File: src/rtl/lc3_disp_pkg.sv
// lc3_disp_pkg: shared definitions for the LC-3 register display controller.
//   SEL_* : display-select codes driven onto sel (R0-R7, PC, MAR, MDR, IR)
//   seg7  : hex nibble to common-cathode seven-segment pattern {dp,g..a}
package lc3_disp_pkg;

   localparam logic [3:0] SEL_R0   = 4'd0;
   localparam logic [3:0] SEL_R7   = 4'd7;
   localparam logic [3:0] SEL_PC   = 4'd8;
   localparam logic [3:0] SEL_MAR  = 4'd9;
   localparam logic [3:0] SEL_MDR  = 4'd10;
   localparam logic [3:0] SEL_IR   = 4'd11;
   localparam logic [3:0] SEL_LAST = SEL_IR;

   // Decimal point (bit7) is never lit.
   function automatic logic [7:0] seg7(input logic [3:0] hex);
      logic [6:0] g;
      case (hex)
         4'h0:    g = 7'h3F;
         4'h1:    g = 7'h06;
         4'h2:    g = 7'h5B;
         4'h3:    g = 7'h4F;
         4'h4:    g = 7'h66;
         4'h5:    g = 7'h6D;
         4'h6:    g = 7'h7D;
         4'h7:    g = 7'h07;
         4'h8:    g = 7'h7F;
         4'h9:    g = 7'h6F;
         4'hA:    g = 7'h77;
         4'hB:    g = 7'h7C;
         4'hC:    g = 7'h39;
         4'hD:    g = 7'h5E;
         4'hE:    g = 7'h79;
         default: g = 7'h71;
      endcase
      return {1'b0, g};
   endfunction

endpackage

File: src/rtl/lc3_debounce.sv
// lc3_debounce: push-button synchronizer, debouncer and press detector.
//   clk, rst  : system clock, async active-low reset
//   btn_raw   : raw asynchronous button (high = pressed)
//   level     : debounced button level
//   press     : 1-clock pulse on each debounced 0->1 transition
module lc3_debounce #(
   parameter logic [19:0] DEB_CNT = 20'd1000000
) (
   input  logic clk,
   input  logic rst,
   input  logic btn_raw,
   output logic level,
   output logic press
);

   logic [1:0]  sync_q;
   logic [19:0] cnt_q;
   logic        btn_s;

   assign btn_s = sync_q[1];

   // cnt_q counts consecutive clocks on which the synchronized button
   // disagrees with the accepted level; any agreeing sample restarts it.
   always_ff @(posedge clk or negedge rst) begin
      if (!rst) begin
         sync_q <= 2'b00;
         cnt_q  <= '0;
         level  <= 1'b0;
         press  <= 1'b0;
      end else begin
         sync_q <= {sync_q[0], btn_raw};
         press  <= 1'b0;
         if (btn_s != level) begin
            if (cnt_q == DEB_CNT - 20'd1) begin
               level <= btn_s;
               cnt_q <= '0;
               press <= btn_s;   // only the rising edge pulses
            end else begin
               cnt_q <= cnt_q + 20'd1;
            end
         end else begin
            cnt_q <= '0;
         end
      end
   end

endmodule

File: src/rtl/lc3_disp_ctrl.sv
// lc3_disp_ctrl: 4-digit multiplexed hex display of a selectable LC-3 register.
//   clk, rst             : system clock, async active-low reset
//   btn                  : raw push-button; each press steps sel R0..R7,PC,MAR,MDR,IR
//   reg_val              : regfile display port value of R[sel[2:0]]
//   pc, mar, mdr, ir     : architectural register values
//   sel                  : current display select
//   seg                  : seven-segment pattern (common cathode, dp off)
//   an                   : one-hot digit enable, bit0 = least significant digit
module lc3_disp_ctrl #(
   parameter logic [19:0] DEB_CNT  = 20'd1000000,
   parameter logic [11:0] SCAN_DIV = 12'd2500
) (
   input  logic        clk,
   input  logic        rst,
   input  logic        btn,
   input  logic [15:0] reg_val,
   input  logic [15:0] pc,
   input  logic [15:0] mar,
   input  logic [15:0] mdr,
   input  logic [15:0] ir,
   output logic [3:0]  sel,
   output logic [7:0]  seg,
   output logic [3:0]  an
);
   import lc3_disp_pkg::*;

   logic        btn_level;
   logic        press;
   logic        sel_chg_q;
   logic        first_q;
   logic [15:0] src;
   logic [15:0] snap;
   logic [11:0] scan_cnt;
   logic [1:0]  dig;
   logic        scan_tc;
   logic        snap_ld;
   logic [3:0]  nib;

   lc3_debounce #(.DEB_CNT(DEB_CNT)) u_deb (
      .clk     (clk),
      .rst     (rst),
      .btn_raw (btn),
      .level   (btn_level),
      .press   (press)
   );

   // Select register; a press always coincides with a high debounced level.
   always_ff @(posedge clk or negedge rst) begin
      if (!rst) begin
         sel       <= SEL_R0;
         sel_chg_q <= 1'b0;
      end else begin
         sel_chg_q <= press & btn_level;
         if (press & btn_level)
            sel <= (sel == SEL_LAST) ? SEL_R0 : sel + 4'd1;
      end
   end

   always_comb begin
      src = 16'h0000;
      if (sel <= SEL_R7) begin
         src = reg_val;
      end else begin
         case (sel)
            SEL_PC:  src = pc;
            SEL_MAR: src = mar;
            SEL_MDR: src = mdr;
            SEL_IR:  src = ir;
            default: src = 16'h0000;
         endcase
      end
   end

   assign scan_tc = (scan_cnt == SCAN_DIV - 12'd1);

   // Snapshot refreshes only at scan boundaries so all digits of one scan
   // agree; a sel change reloads one clock later (the load in flight on the
   // press clock still sees the old sel) without disturbing scan position.
   assign snap_ld = first_q | sel_chg_q | (scan_tc & (dig == 2'd3));

   always_ff @(posedge clk or negedge rst) begin
      if (!rst) begin
         first_q  <= 1'b1;
         scan_cnt <= '0;
         dig      <= 2'd0;
         snap     <= 16'h0000;
      end else begin
         first_q <= 1'b0;
         if (scan_tc) begin
            scan_cnt <= '0;
            dig      <= dig + 2'd1;
         end else begin
            scan_cnt <= scan_cnt + 12'd1;
         end
         if (snap_ld)
            snap <= src;
      end
   end

   assign nib = snap[{dig, 2'b00} +: 4];

   always_ff @(posedge clk or negedge rst) begin
      if (!rst) begin
         an  <= 4'b0000;
         seg <= 8'h00;
      end else begin
         an  <= 4'b0001 << dig;
         seg <= seg7(nib);
      end
   end

endmodule
File: config.mk
export PLATFORM = sky130hd
export DESIGN_NAME = lc3_disp_ctrl
export DESIGN_NICKNAME = d
export VERILOG_FILES = /design/src/rtl/lc3_disp_pkg.sv /design/src/rtl/lc3_debounce.sv /design/src/rtl/lc3_disp_ctrl.sv
export SDC_FILE = /design/constraint.sdc
export NUM_CORES = 1
export LEC_CHECK = 0
export ABC_AREA = 1
export CAP_MARGIN = 20
export CORE_MARGIN = 10
export CORE_UTILIZATION = 51
export DETAILED_ROUTE_END_ITERATION = 6
export PLACE_DENSITY = 0.81
export SYNTH_ARGS = -nofsm -noshare
export SYNTH_HDL_FRONTEND = slang
export SYNTH_SLANG_ARGS = --single-unit
File: constraint.sdc
create_clock -name clk -period 2.27 [get_ports clk]
set_input_delay 0.681 -clock clk [delete_from_list [all_inputs] [get_ports clk]]
set_output_delay 0.681 -clock clk [all_outputs]
set_load 0.03 [all_outputs]
After elaboration in Yosys (flattened, before gate mapping):

Memory sizes are Yosys's and may differ from the RTL's. A register that Yosys moved wholly into a read port is not among the register bits.
Index checks and enable logic that the tools add are counted.

* shifts and indexed selects: 2
* order comparisons: 1
* multiplexer cells: 8
* add/sub/neg operators: 4
* equality and inequality tests: 8
* bitwise operators: 4
* reduce and logical (&&, ||, !) cells: 2

Operators with widths (count)
* 16-bit case mux with 4 select lines: 1
* 20-bit 2-to-1 mux: 2
* 20-bit by 1-bit adder with 20-bit output, second input constant: 1
* 20-bit == test, second input constant: 1
* 4-bit == test, second input constant: 4
* 16-bit 2-to-1 mux: 1
* 16-bit by 5-bit variable part select with 4-bit output: 1
* 12-bit by 1-bit adder with 12-bit output, second input constant: 1
* 12-bit == test, second input constant: 1
* 12-bit 2-to-1 mux: 1
* 4-bit by 1-bit adder with 4-bit output, second input constant: 1
* 4-bit by 3-bit less-or-equal comparator with 1-bit output, second input constant: 1
* 4-bit 2-to-1 mux: 1
* 1-bit by 2-bit << shifter with 4-bit output, first input constant: 1
* 2-bit by 1-bit adder with 2-bit output, second input constant: 1
* 1-bit bitwise AND: 2
* 2-bit == test, second input constant: 1
* 1-bit 2-to-1 mux: 2
* 1-bit bitwise OR: 2
* 2-bit AND reduction: 1
* 1-bit zero test: 1
* 1-bit inequality test: 1

* flip-flop bits (word level): 64
* bits in read-only memories: 112
* memories: 1
* word-level logic and storage cells: 41
* output and inout bits: 16
* input bits: 83

Memories
* (name not given): words 16, width 7, read ports 1, clocked after Yosys merged registers in 1, wr ports 0, line lc3_disp_pkg.sv:17 `case (hex)`

Depth between registers and ports, before layout:

* depth after elaboration: 3
* mapped depth: 13
* gate-level depth less buffers: 11

Modules after synthesis:

From an unflattened synthesis, not the netlist that was laid out.

* cells, all modules: 629
* area total of the unflattened synthesis: 4601.9 um2

Modules (own cells, without submodules)
* lc3_disp_ctrl: cells an instance 466, seq. area each 1177.4 um2, times used 1, area an instance 3284.4 um2
* lc3_debounce: cells an instance 163, seq. area each 600.6 um2, times used 1, area an instance 1317.5 um2

Least setup slack after synthesis:

OpenSTA, ideal clock, no wires.

* path type: reg2reg
* start: register dig[0]
* end: register seg[3]
* setup time: 0.116 ns
* period minus slack after synthesis: 1.816 ns
* slack: 0.454 ns
* data required time: 2.154 ns
* arrival time: 1.699 ns
* stages on the path, launching flop included: 12
* path buffers: 2
* cell sequence: dfrtp_1 -> buf_6 -> inv_2 -> buf_6 -> nand2_1 -> a32oi_1 -> inv_1 -> ha_1 -> nand2_1 -> o21ai_1 -> nand2_1 -> nand2_1

* word-level cells in the longest chain between the ends: 1

RTL lines
* start: declaration: line lc3_disp_ctrl.sv:34 `logic [1:0] dig;`
* start signal: assignment: line lc3_disp_ctrl.sv:91 `dig <= dig + 2'd1;`
* 16-bit by 5-bit variable part select with 4-bit output: line lc3_disp_ctrl.sv:100 `assign nib = snap[{dig, 2'b00} +: 4];`
* end: declaration: line lc3_disp_ctrl.sv:22 `output logic [7:0] seg,`

No other way between the ends.
A chain may end at the register's enable or synchronous reset.

Worst setup path after layout:

* start: register sel[2]
* end: output port sel[2]

RTL lines
* start: declaration: line lc3_disp_ctrl.sv:21 `output logic [3:0] sel,`
* start signal: assignment: line lc3_disp_ctrl.sv:55 `sel <= (sel == SEL_LAST) ? SEL_R0 : sel + 4'd1;`

No word-level cell between the ends.

==> metrics.txt <==
final WL 10.8 mm; Synth Flop Type dfrtp_1; DIE HEIGHT 111 um; Post-synth EDFFs 0; Worst EP required 1.59 ns; layout net count 794; setup TNS 0 ns; CP delay by family, top buffers and inverters; Ys Warns 0; clock sinks 71; vias in the first global route 4005; Worst Setup Start Kind register; Starting Density 0.522; H-tree levels 3; largest net degree at the start of global routing 72; Die X 111 um; total CTS buffers 9; Hold Path Class in2async; area occupied by multi-input gates 2170 sq um; total net switching power 0.000701 W; worst relative slew slack 0.558; fin area 5470 sq um; CP peak stage delay 0.73 ns; synth top area cells dfrtp_1, nand2_1, nand3_1, nor2_1, ha_1; area of placed instances 5300 sq um; Area growth syn-to-layout 28.3%; Worst EP arrival 1.51 ns; gr busiest metal met2; DRT Pass-1 Iters 4; number of max-cap violations 0; Avg Inst Size Synth 7.16 sq um; area leader, netlist dfrtp_1; Clock Latency Late Sink 0.36 ns; HPWL after DPL 8.60 mm; top-count cell post-synth nand2_1; post-synthesis sequential area ratio 0.417; drt initial violations 170; status complete, no violations; drt wl/cell 13.4 um; CP Class reg2out; Yosys cell types 32; Storage cell area 1780 sq um; synthesized area 4270 sq um; Fillers 684; Overflow after GRT 0; Post-CTS Setup Inserts 0; row cnt 33; Port Buffer Count 97; Leak 2.63 nW; Die Area 12400 sq um; worst-path fanout max 4; met1 usage 0.207; Comb power frac 0.154; unrepaired setup endpoints after global routing no; power density cells 487 nW/um^2; final setup fails 0; hold-fix buffers at CTS 0; pre-CTS WS 0.215 ns; Peak VDD IR 0.232 mV; top cells by count, synth nand2_1, nor2_1, dfrtp_1, nand3_1, inv_1; minimum hold slack 0.323 ns; share of the synthesized area in the top cell type 0.411; CP Cell Sequence clkdlybuf4s50_1; Antenna diodes 0; final setup skew 0.0174 ns; vias per inst 5.01; Root Buffer clkbuf_8; CTS tree done; Clk pwr share 0.341; period utilization 0.966; worst r2r src dig[0]; Post-CTS Resized 0; first-pass GRT wire length 18.7 mm; Max Slew Vio Count 0; GRT Total Usage 0.177; Async S/R FF share, synth 1.00; switching share of power 0.263; worst setup margin 0.0780 ns; global routing usage on met3 0.0864; r2r worst-path depth 9; Final Hold Fails 0; drt drc 0; Slowest-stage cell, CP clkdlybuf4s50_1; FF-to-FF setup slack 0.22 ns; Reg-to-Reg End seg[3]; GR met2 Demand/Resource 0.271; core area 8180 sq um; Vias 4030; Mapped Cells 596; CP bufs+invs 1; Power Internal 0.00196 W; Max Freq 456 MHz; sequential share of power 0.505; Worst-path clk slew 0.09 ns; crit path capture type output pin; placer congestion estimate 0.871; io pins 99; antenna violations before repair 0; share of layout cells above drive strength 1 0.0773; Clock Tree Buf Depth 2; post-layout min period 2.19 ns; Tightest Pin Transition 0.663 ns; post-synthesis register bit count 71; number of routed nets with antenna violations 0
==> power groups by stage <==
stage	Combinational, W	Sequential, W	Clock [W]
after global routing	0.000456	0.00135	0.000985
after CTS	0.000416	0.00134	0.000926
final	0.000411	0.00134	0.000909
after floorplan	0.000132	0.00140	0
after global placement	0.000404	0.00137	0
after detailed placement	0.000415	0.00137	0
==> how the worst max path moves through the flow <==
| stage | start | endpoint | depth (start not counted) |
|---|---|---|---|
| 2_1_floorplan | dig[0] | seg[3] | 11 |
| 3_3_place_gp | dig[0] | seg[3] | 9 |
| 3_5_place_dp | dig[0] | seg[3] | 9 |
| 4_1_cts | sel[3] | sel[3] | 1 |
| 5_1_grt | sel[1] | sel[1] | 1 |
| 6_report | sel[2] | sel[2] | 1 |
==> metal layers <==
layer	vias to the layer above	wire, um
li1	2062	-
met1	1809	4770
met2	140	4650
met3	19	1170
met4	0	211
met5	-	0
==> cells in the final DEF (no fill, tap or decap), types with 2 or more instances in the layout <==
cell	Yosys	layout
nand2_1	217	217
clkdlybuf4s50_1	0	95
nor2_1	74	74
dfrtp_1	70	70
nand3_1	62	62
inv_1	41	41
inv_2	18	18
ha_1	17	17
nand4_1	12	12
nor3_1	12	12
o21ai_1	10	10
clkbuf_8	0	10
xor2_1	9	9
a21oi_1	7	7
nand2_2	6	6
nor2_4	5	5
o21ai_0	4	4
xnor2_1	4	4
nor2_2	3	3
nand2_4	2	2
conb_1	1	2
clkbuf_1	1	2
==> registers in the layout, summed over array words and instances, names as in the netlist <==
name	count
sel	4
u_deb.sync_q	2
sel_chg_q	1
u_deb.press	1
snap	16
u_deb.cnt_q	20
an	4
dig	2
u_deb.level	1
first_q	1
scan_cnt	12
seg	7
==> metrics by stage <==
step / util / total power (W) / cells
finish: 0.670 / 0.00266 / 804
global route: 0.670 / 0.00279 / 804
CTS: 0.669 / 0.00269 / 804
detailed placement: 0.648 / 0.00178 / 788
global placement: 0.648 / 0.00177 / 788
floorplan: - / 0.00153 / 597
==> kinds of logic after synthesis <==
family / synth area share
XOR/XNOR: 0.0267
adder cells (fa/ha/maj): 0.0499
AND/OR/NAND/NOR: 0.400
other: 0.000879
buffers and inverters: 0.0760
flip-flops: 0.417
AO/OA/AOI/OAI: 0.0302
==> area by class of cell <==
cell class | count | share of cell area
well taps | 105 | 0.0240
multi-input cells | 453 | 0.396
clock inverters | 4 | 0.00549
flip-flops and latches | 71 | 0.325
clock buffers | 12 | 0.0265
repair buffers | 99 | 0.182
inverters | 60 | 0.0411
Note: power is estimated with default switching activity, not from simulation.
